**src/rtl/mips_mem_pkg.sv**
```systemverilog
// Shared types and helpers for the MIPS memory-access stage.
// Load-mode encodings, FSM states, MEM/WB bundle and lane helpers.
package mips_mem_pkg;

   localparam logic [1:0] LM_WORD   = 2'b00;
   localparam logic [1:0] LM_HALF_S = 2'b01;
   localparam logic [1:0] LM_BYTE_S = 2'b10;
   localparam logic [1:0] LM_BYTE_U = 2'b11;

   typedef enum logic [1:0] {
      S_IDLE,
      S_ACCESS,
      S_DONE
   } mem_state_t;

   typedef struct packed {
      logic        valid;
      logic        reg_write;
      logic        mem_to_reg;
      logic        misalign;
      logic [4:0]  dest;
      logic [31:0] alu;
      logic [31:0] rdata;
   } mem_wb_t;

   function automatic logic [3:0] byte_en(
      input logic [1:0] mode,
      input logic [1:0] a
   );
      logic [3:0] be;
      be = 4'b0000;
      unique case (1'b1)
         (mode == LM_WORD):   be = 4'b1111;
         (mode == LM_HALF_S): be = a[1] ? 4'b1100 : 4'b0011;
         default:             be = 4'b0001 << a;
      endcase
      return be;
   endfunction

   function automatic logic [31:0] store_data(
      input logic [1:0]  mode,
      input logic [31:0] rt
   );
      logic [31:0] d;
      d = rt;
      unique case (1'b1)
         (mode == LM_WORD):   d = rt;
         (mode == LM_HALF_S): d = {2{rt[15:0]}};
         default:             d = {4{rt[7:0]}};
      endcase
      return d;
   endfunction

   function automatic logic [31:0] load_extract(
      input logic [1:0]  mode,
      input logic [1:0]  a,
      input logic [31:0] w
   );
      logic [15:0] h;
      logic [7:0]  b;
      logic [31:0] r;
      h = a[1] ? w[31:16] : w[15:0];
      b = w[{a, 3'b000} +: 8];
      r = w;
      unique case (1'b1)
         (mode == LM_WORD):   r = w;
         (mode == LM_HALF_S): r = {{16{h[15]}}, h};
         (mode == LM_BYTE_S): r = {{24{b[7]}}, b};
         default:             r = {24'h0, b};
      endcase
      return r;
   endfunction

   function automatic logic misaligned(
      input logic [1:0] mode,
      input logic [1:0] a
   );
      logic m;
      m = 1'b0;
      unique case (1'b1)
         (mode == LM_WORD):   m = (a != 2'b00);
         (mode == LM_HALF_S): m = a[0];
         default:             m = 1'b0;
      endcase
      return m;
   endfunction

endpackage

```
**src/rtl/mem_stage_wb_reg.sv**
```systemverilog
// MEM/WB pipeline register.
// When not loading, the retire flags drop so nothing retires twice.
module MEM_WB_Reg
   import mips_mem_pkg::*;
(
   input  logic    clk,
   input  logic    rst,
   input  logic    en,
   input  mem_wb_t d,
   output mem_wb_t q
);

   // load a new bundle, or squash the retire flags and hold the data
   always_ff @(posedge clk) begin
      if (rst) begin
         q <= '0;
      end else if (en) begin
         q <= d;
      end else begin
         q.valid      <= 1'b0;
         q.reg_write  <= 1'b0;
         q.mem_to_reg <= 1'b0;
         q.misalign   <= 1'b0;
      end
   end

endmodule

```
**src/rtl/mem_stage.sv**
```systemverilog
// MIPS memory-access stage: variable-latency data-memory handshake,
// upstream stall, load extraction and MEM/WB register.
module mem_stage
   import mips_mem_pkg::*;
#(
   parameter int TIMEOUT_CYCLES = 64
) (
   input  logic        clk,
   input  logic        rst,
   input  logic        in_valid,
   input  logic        in_RegWrite,
   input  logic        in_MemWrite,
   input  logic        in_MemRead,
   input  logic        in_MemToReg,
   input  logic [1:0]  in_load_mode,
   input  logic [4:0]  in_writebackDestination,
   input  logic [31:0] in_aluResult,
   input  logic [31:0] in_rt,
   output logic        stall,
   output logic        mem_req,
   output logic        mem_we,
   output logic [31:0] mem_addr,
   output logic [3:0]  mem_be,
   output logic [31:0] mem_wdata,
   input  logic        mem_ready,
   input  logic [31:0] mem_rdata,
   output logic        valid_out,
   output logic        RegWrite_out,
   output logic        MemToReg_out,
   output logic [4:0]  writebackDestination_out,
   output logic [31:0] aluResult_out,
   output logic [31:0] readData_out,
   output logic        misalign_out,
   output logic        bus_error
);

   localparam int CW = $clog2(TIMEOUT_CYCLES + 1);
   localparam logic [CW-1:0] CNT_LAST = CW'(TIMEOUT_CYCLES - 1);

   mem_state_t  state_q, state_d;
   logic [CW-1:0] wait_cnt_q;

   logic        lat_we, lat_rw, lat_m2r, lat_to;
   logic [1:0]  lat_mode;
   logic [4:0]  lat_dest;
   logic [31:0] lat_alu, lat_wdata, lat_rdata;
   logic [3:0]  lat_be;
   logic        bus_error_q;

   logic        is_mem, mis_op, mem_op, timeout;
   logic        wb_en;
   mem_wb_t     wb_d, wb_q;

   assign is_mem  = in_valid & (in_MemRead | in_MemWrite);
   assign mis_op  = is_mem &
                    misaligned(in_load_mode, in_aluResult[1:0]);
   assign mem_op  = is_mem & ~mis_op;
   assign timeout = (wait_cnt_q == CNT_LAST);

   assign mem_we    = lat_we;
   assign mem_addr  = {lat_alu[31:2], 2'b00};
   assign mem_be    = lat_be;
   assign mem_wdata = lat_wdata;
   assign bus_error = bus_error_q;

   // state register
   always_ff @(posedge clk) begin
      if (rst) state_q <= S_IDLE;
      else     state_q <= state_d;
   end

   // next state, handshake outputs and MEM/WB load bundle
   always_comb begin
      state_d = state_q;
      stall   = 1'b0;
      mem_req = 1'b0;
      wb_en   = 1'b0;
      wb_d    = '0;
      case (state_q)
         S_IDLE: begin
            if (mem_op) begin
               stall   = 1'b1;
               state_d = S_ACCESS;
            end else begin
               wb_en           = 1'b1;
               wb_d.valid      = in_valid;
               wb_d.reg_write  = in_valid & in_RegWrite & ~mis_op;
               wb_d.mem_to_reg = in_valid & in_MemToReg;
               wb_d.misalign   = mis_op;
               wb_d.dest       = in_writebackDestination;
               wb_d.alu        = in_aluResult;
            end
         end
         S_ACCESS: begin
            stall   = 1'b1;
            mem_req = 1'b1;
            if (mem_ready | timeout) state_d = S_DONE;
         end
         S_DONE: begin
            wb_en           = 1'b1;
            wb_d.valid      = 1'b1;
            wb_d.reg_write  = lat_rw & ~lat_to;
            wb_d.mem_to_reg = lat_m2r;
            wb_d.dest       = lat_dest;
            wb_d.alu        = lat_alu;
            wb_d.rdata      = (lat_we | lat_to) ? 32'h0 :
               load_extract(lat_mode, lat_alu[1:0], lat_rdata);
            state_d         = S_IDLE;
         end
         default: state_d = S_IDLE;
      endcase
   end

   // wait counter restarts every time ACCESS is entered
   always_ff @(posedge clk) begin
      if (rst)                    wait_cnt_q <= '0;
      else if (state_q == S_ACCESS) wait_cnt_q <= wait_cnt_q + 1'b1;
      else                        wait_cnt_q <= '0;
   end

   // capture the held instruction and the access result
   always_ff @(posedge clk) begin
      if (rst) begin
         lat_we    <= 1'b0;
         lat_rw    <= 1'b0;
         lat_m2r   <= 1'b0;
         lat_to    <= 1'b0;
         lat_mode  <= LM_WORD;
         lat_dest  <= '0;
         lat_alu   <= '0;
         lat_be    <= '0;
         lat_wdata <= '0;
         lat_rdata <= '0;
      end else begin
         if (state_q == S_IDLE && mem_op) begin
            lat_we    <= in_MemWrite;
            lat_rw    <= in_RegWrite;
            lat_m2r   <= in_MemToReg;
            lat_to    <= 1'b0;
            lat_mode  <= in_load_mode;
            lat_dest  <= in_writebackDestination;
            lat_alu   <= in_aluResult;
            lat_be    <= byte_en(in_load_mode, in_aluResult[1:0]);
            lat_wdata <= store_data(in_load_mode, in_rt);
         end
         if (state_q == S_ACCESS) begin
            if (mem_ready)    lat_rdata <= mem_rdata;
            else if (timeout) lat_to    <= 1'b1;
         end
      end
   end

   // sticky bus error on an abandoned access
   always_ff @(posedge clk) begin
      if (rst) bus_error_q <= 1'b0;
      else if (state_q == S_ACCESS && !mem_ready && timeout)
         bus_error_q <= 1'b1;
   end

   MEM_WB_Reg u_mem_wb (
      .clk (clk),
      .rst (rst),
      .en  (wb_en),
      .d   (wb_d),
      .q   (wb_q)
   );

   assign valid_out                = wb_q.valid;
   assign RegWrite_out             = wb_q.reg_write;
   assign MemToReg_out             = wb_q.mem_to_reg;
   assign misalign_out             = wb_q.misalign;
   assign writebackDestination_out = wb_q.dest;
   assign aluResult_out            = wb_q.alu;
   assign readData_out             = wb_q.rdata;

endmodule

```
**config.mk**
```make
export PLATFORM = sky130hd
export DESIGN_NAME = mem_stage
export DESIGN_NICKNAME = d
export VERILOG_FILES = /design/src/rtl/mips_mem_pkg.sv /design/src/rtl/mem_stage_wb_reg.sv /design/src/rtl/mem_stage.sv
export SDC_FILE = /design/constraint.sdc
export NUM_CORES = 1
export LEC_CHECK = 0
export ABC_AREA = 1
export CAP_MARGIN = 0
export CORE_ASPECT_RATIO = 2
export CORE_MARGIN = 4
export CORE_UTILIZATION = 30
export CTS_BUF_LIST = sky130_fd_sc_hd__clkbuf_8
export DETAILED_ROUTE_END_ITERATION = 6
export PLACE_DENSITY = 0.51
export SETUP_SLACK_MARGIN = 0.2
export SLEW_MARGIN = 20
export SYNTH_ARGS = -nofsm -noshare
export SYNTH_HDL_FRONTEND = slang
export SYNTH_SLANG_ARGS = --single-unit
```
**constraint.sdc**
```tcl
create_clock -name clk -period 1.49 [get_ports clk]
set_input_delay 0.298 -clock clk [delete_from_list [all_inputs] [get_ports clk]]
set_output_delay 0.298 -clock clk [all_outputs]
set_load 0.1 [all_outputs]
```
* Word level (Yosys, flattened, before mapping)
Cells that the tools add are included. W data, S select, Z words.
Cells by class: add/subtract/negate cells 1, equal/unequal tests 8, shifts and indexed selects 2, muxes and demuxes 23, bitwise gates (word level) 15, reduce and logical (&&, ||, !) cells 13
Operators by type and width (count):
- $pmux W32 S3 | 1
- $pmux W37 S2 | 1
- $mux W32 | 2
- $pmux W32 S2 | 1
- $mux W41 | 1
- $shiftx A32 B6 Y8 | 1
- $mux W16 | 1
- $pmux W4 S2 | 1
- $add A7 B1 Y7 const B | 1
- $and A1 B1 Y1 | 7
- $eq A7 B6 Y1 const B | 1
- $mux W1 | 7
- $eq A2 B1 Y1 const B | 3
- $logic_not A2 Y1 | 3
- $pmux W1 S2 | 3
- $pmux W3 S2 | 1
- $not A1 Y1 | 5
- $eq A2 B2 Y1 const B | 2
- $mux W2 | 2
- $mux W4 | 1
- $ne A2 B2 Y1 const B | 2
- $pmux W2 S2 | 1
- $reduce_and A2 Y1 | 2
- $reduce_or A2 Y1 | 2
- 6 further kinds | 10
Word-level totals: register bits 194, word-level logic and storage cells 82

* Depth between registers and ports, before layout
depth in word-level cells 10, mapped depth 10, depth with buffers taken out 9

* Modules after synthesis
From an unflattened synthesis, not the netlist that was laid out.
Second synthesis, totals: cells, all modules 1448, area, all modules 9298.9 µm²
Modules (own cells, without submodules):
- mem_stage | times used 1, cells each 998, area an instance 6392.4 µm², seq. area each 2422.3 µm²
- MEM_WB_Reg | times used 1, cells each 450, area an instance 2906.5 µm², seq. area each 1461.4 µm²

* Worst setup path after synthesis
OpenSTA, ideal clock, no wires.
kind register to output, from register state_q[0], to output stall, data arrival time 2804 ps, slack -1612 ps, cell stages (with the launch flop) 5, cells stage by stage dfxtp_1 inv_1 nor2_1 inv_1 nand2_1
Between the ends: word-level cells in the longest chain between the ends 2
RTL lines:
- start, declared | line mem_stage.sv:40 | mem_state_t state_q, state_d;
- start signal, assigned | line mem_stage.sv:69 | else state_q <= state_d;
- $eq A2 B1 Y1 / $logic_not A2 Y1 (equally long branches) | line mem_stage.sv:79 | case (state_q)
- $pmux W1 S2 * | line mem_stage.sv:79
- end, declared | line mem_stage.sv:19 | output logic stall,
Every way passes the cells marked *; elsewhere a longest branch is shown, timed or not.

* Final worst setup path
Same ends and word-level chain as after synthesis.

==> impl_metrics.csv <==
group,metric,value,unit
logic_synthesis,syn_inst,1236,
sta,holdWs,0.2280,ns
sta,drv_slew,0,
sta,rsz0062_at_grt,"true",
outcome,status,"finished with violations",
logic_synthesis,synth_compound_area_frac,0.1477,
logic_synthesis,synth_mux_area_frac,0,
drt,firstDrtPassIters,5,
clocking,root_buffer,"clkbuf_8",
grt,grt_pass1_vias,9932,
sta,worst_slew_pin_slew,0.5573,ns
setup_path,slowest_delay,0.37,ns
logic_synthesis,yosysWarnings,0,
setup_path,crit_type,"reg -> out",
die,initial_utilization,0.3040,
power,pwr_density_cell,869.7,nW/µm²
clocking,cts_buffers,17,
logic_synthesis,ys_types,28,
logic_synthesis,synth_top_family_by_area,"simple AND/OR/NAND/NOR gates",
sta,fin_ws,-0.3339,ns
die,die-width,127.5,µm
drt,vias,10290,
clocking,clk_pin_slew_worst_paths,0.10,ns
setup_path,cp_max_fo,4,
drt,antenna_left,0,
setup_path,crit_family,"buffers and inverters",
sta,fin_crit_sh,1.224,
logic_synthesis,synthXorXnorAreaFrac,0.002043,
power,power.total,0.01572,W
logic_synthesis,yosys.area_share.adder,0.001460,
placed_design,routabilityCongestion,1.012,
drt,drtIter0Drc,520,
setup_path,endpoint_kind,"primary output",
setup_path,start_kind,"flip-flop",
placed_design,place_area,13300,µm²
logic_synthesis,syn_area_per_cell,6.935,µm²
drt,drt-total-wl,43100,µm
grt,grtUsageTotal,0.2571,
setup_path,crit_chain,"inv_2 > buf_6 > nor2_4 > inv_4 > nand2_8 > buf_12",
placed_design,dpl_worst_slack,-0.6508,ns
logic_synthesis,netlist_area,8572,µm²
sta,fin_worst_skew,0.009535,ns
clocking,tritoncts,"built",
power,vdd_drop_max,0.0005699,V
die,num_rows,87,
placed_design,portBuffers,253,
setup_path,worst-path-buf-inv,4,
drt,viasPerCell,5.118,
setup_path,arrival,1.53,ns
die,dieArea,31510,µm²
logic_synthesis,ys.flop_type,"dfxtp_1",
finish,syn_to_final_growth,110.8,%
grt,grt_pass1_wl,59770,µm
sta,finalSetupViolations,182,
logic_synthesis,synth-seq-cells,194,
clocking,cts_num_sinks,194,
setup_path,critPathRequiredTime,1.19,ns
sta,fmax,548.3,MHz
clocking,h-tree-depth,4,
drt,wire_per_inst,21.43,µm
run,maxCapViolCount,0,
sta,layout_min_cycle_time,1.824,ns
die,core_area,28190,µm²
logic_synthesis,seq_area_frac_synth,0.4531,
finish,layout-drive-gt1-share,0.5366,
die,ios,256,
drt,route.detailed.drc,0,
grt,grt_max_degree,77,
logic_synthesis,synth-edff-count,0,
clocking,clock_latency,0.52,ns
grt,antenna_found_initial,4,
setup_path,cpMaxStageDelayCell,"dfxtp_2",
finish,fin_util,0.6410,
finish,nets,1753,
die,dieHeight,247.1,µm
logic_synthesis,synthArstFlopShare,0,
power,p_leak,7.793,nW
clocking,clk_path_buf_depth,2,
outcome,violations,"negative setup slack",
placed_design,dp_hpwl,25770,µm
grt,grt_overflow,0,
sta,slew_headroom,0.6285,
sta,hold_viol_final,0,
clocking,ctsHoldBuffers,0,
worst_hold_path,hold_class,"in -> reg",
setup_path,ff2ff_setup_slack,-0.30,ns
finish,final_cell_area,18070,µm²
logic_synthesis,synth_simple_gate_area_frac,0.2940,
[registers in the layout, summed over array words and instances, names as in the netlist]
register    cells
u_mem_wb.q     73
lat_alu        32
lat_rdata      32
mem_wdata      32
wait_cnt_q      7
lat_dest        5
mem_be          4
lat_mode        2
state_q         2
bus_error       1
lat_m2r         1
lat_rw          1
lat_to          1
mem_we          1
[metrics by stage]
stage	setup TNS, ns	cells
after floorplan	-2.001	1237
after global placement	-72.25	1809
after detailed placement	-84.03	1809
after CTS	-24.80	1958
after global routing	-45.37	2011
final	-34.10	2011
[path summary, 6_finish.rpt]
path	from	depth (start not counted)	endpoint
setup / recovery	state_q[0]$_SDFFE_PP0P_	6	stall
hold / removal	rst	4	lat_rdata[30]$_SDFFE_PP0P_
hold reg to reg	wait_cnt_q[0]$_SDFF_PP0_	1	wait_cnt_q[0]$_SDFF_PP0_
setup reg to reg	state_q[1]$_SDFFE_PP0P_	12	mem_wdata[4]$_SDFFE_PP0P_
[metal layers]
metal	vias up	share of wire	global-route usage
li1	4842	-	-
met1	4949	0.31	0.2338
met2	361	0.56	0.5037
met3	137	0.047	0.05275
met4	4	0.076	0.1586
met5	-	0.00049	0
[report_power, final]
group          internal, W  total (W)  leakage (nW)  switching [W]
Sequential         0.00548    0.00581          1.66       0.000324
Combinational      0.00271    0.00644          5.93        0.00373
Clock              0.00154    0.00347         0.196        0.00193
Total              0.00973     0.0157          7.79        0.00599
[cell type report]
cell class	instances	area (µm²)
Multi-Input combinational cell	866	5385
Inverter	59	245.2
Clock inverter	12	116.4
Fill cell	2236	10120
Antenna cell	2	5.005
Timing Repair inverter	1	16.27
Sequential cell	194	4210
Tap cell	356	445.4
Clock buffer	19	261.5
Timing Repair Buffer	502	7386
[cells in the final DEF, fill, tap and decap left out, drive strengths merged, types with 3 or more instances in the layout]
cell / synthesis / layout
a21oi: 155 / 155
buf: 74 / 388
clkbuf: 45 / 24
clkdlybuf4s50: 0 / 106
clkinv: 1 / 4
clkinvlp: 0 / 4
dfxtp: 194 / 194
dlygate4sd2: 0 / 3
inv: 58 / 62
nand2: 423 / 424
nand3: 153 / 153
nor2: 29 / 29
nor3: 3 / 3
o211ai: 6 / 6
o21ai: 86 / 86
[synthesized netlist by cell type, types with 2 or more instances]
cell,instances,area (µm²)
nand2_1,421,1580
dfxtp_1,194,3884
a21oi_1,154,770.7
nand3_1,153,765.7
o21ai_0,84,420.4
inv_1,57,214.0
buf_4,46,345.3
clkbuf_1,45,168.9
nor2_1,29,108.9
buf_2,22,110.1
buf_1,6,22.52
o211ai_1,6,45.04
nand2_2,2,12.51
nand4_1,2,12.51
nor3_1,2,10.01
[worst reg2reg max path, stage by stage, from the launching register on]
cell     delay, ns
dfxtp_4       0.37
nor2_4        0.14
nand3_4       0.10
buf_6         0.13
buf_6         0.10
buf_6         0.11
buf_12        0.14
buf_8         0.13
inv_12        0.07
buf_6         0.11
buf_16        0.14
o21ai_2       0.06
a21oi_1       0.13
[cells by family (layout without fill, tap and decap cells)]
family / after synthesis / count (layout)
AOI/OAI and AO/OA: 248 / 248
xor gates and xnor gates: 2 / 2
and+or+nand+nor: 612 / 613
DFF: 194 / 194
other: 1 / 4
adders and majority gates: 1 / 1
buffers and inverters: 178 / 593
[repair_timing]
action / CTS / global route
setup buffers: 82 / 45
endpoints found under the setup margin: 325 / 332
resized for setup: 420 / 313
pin swaps: 80 / 101
cloned: 36 / 6
No activity file was read; power rests on OpenSTA's default activity.
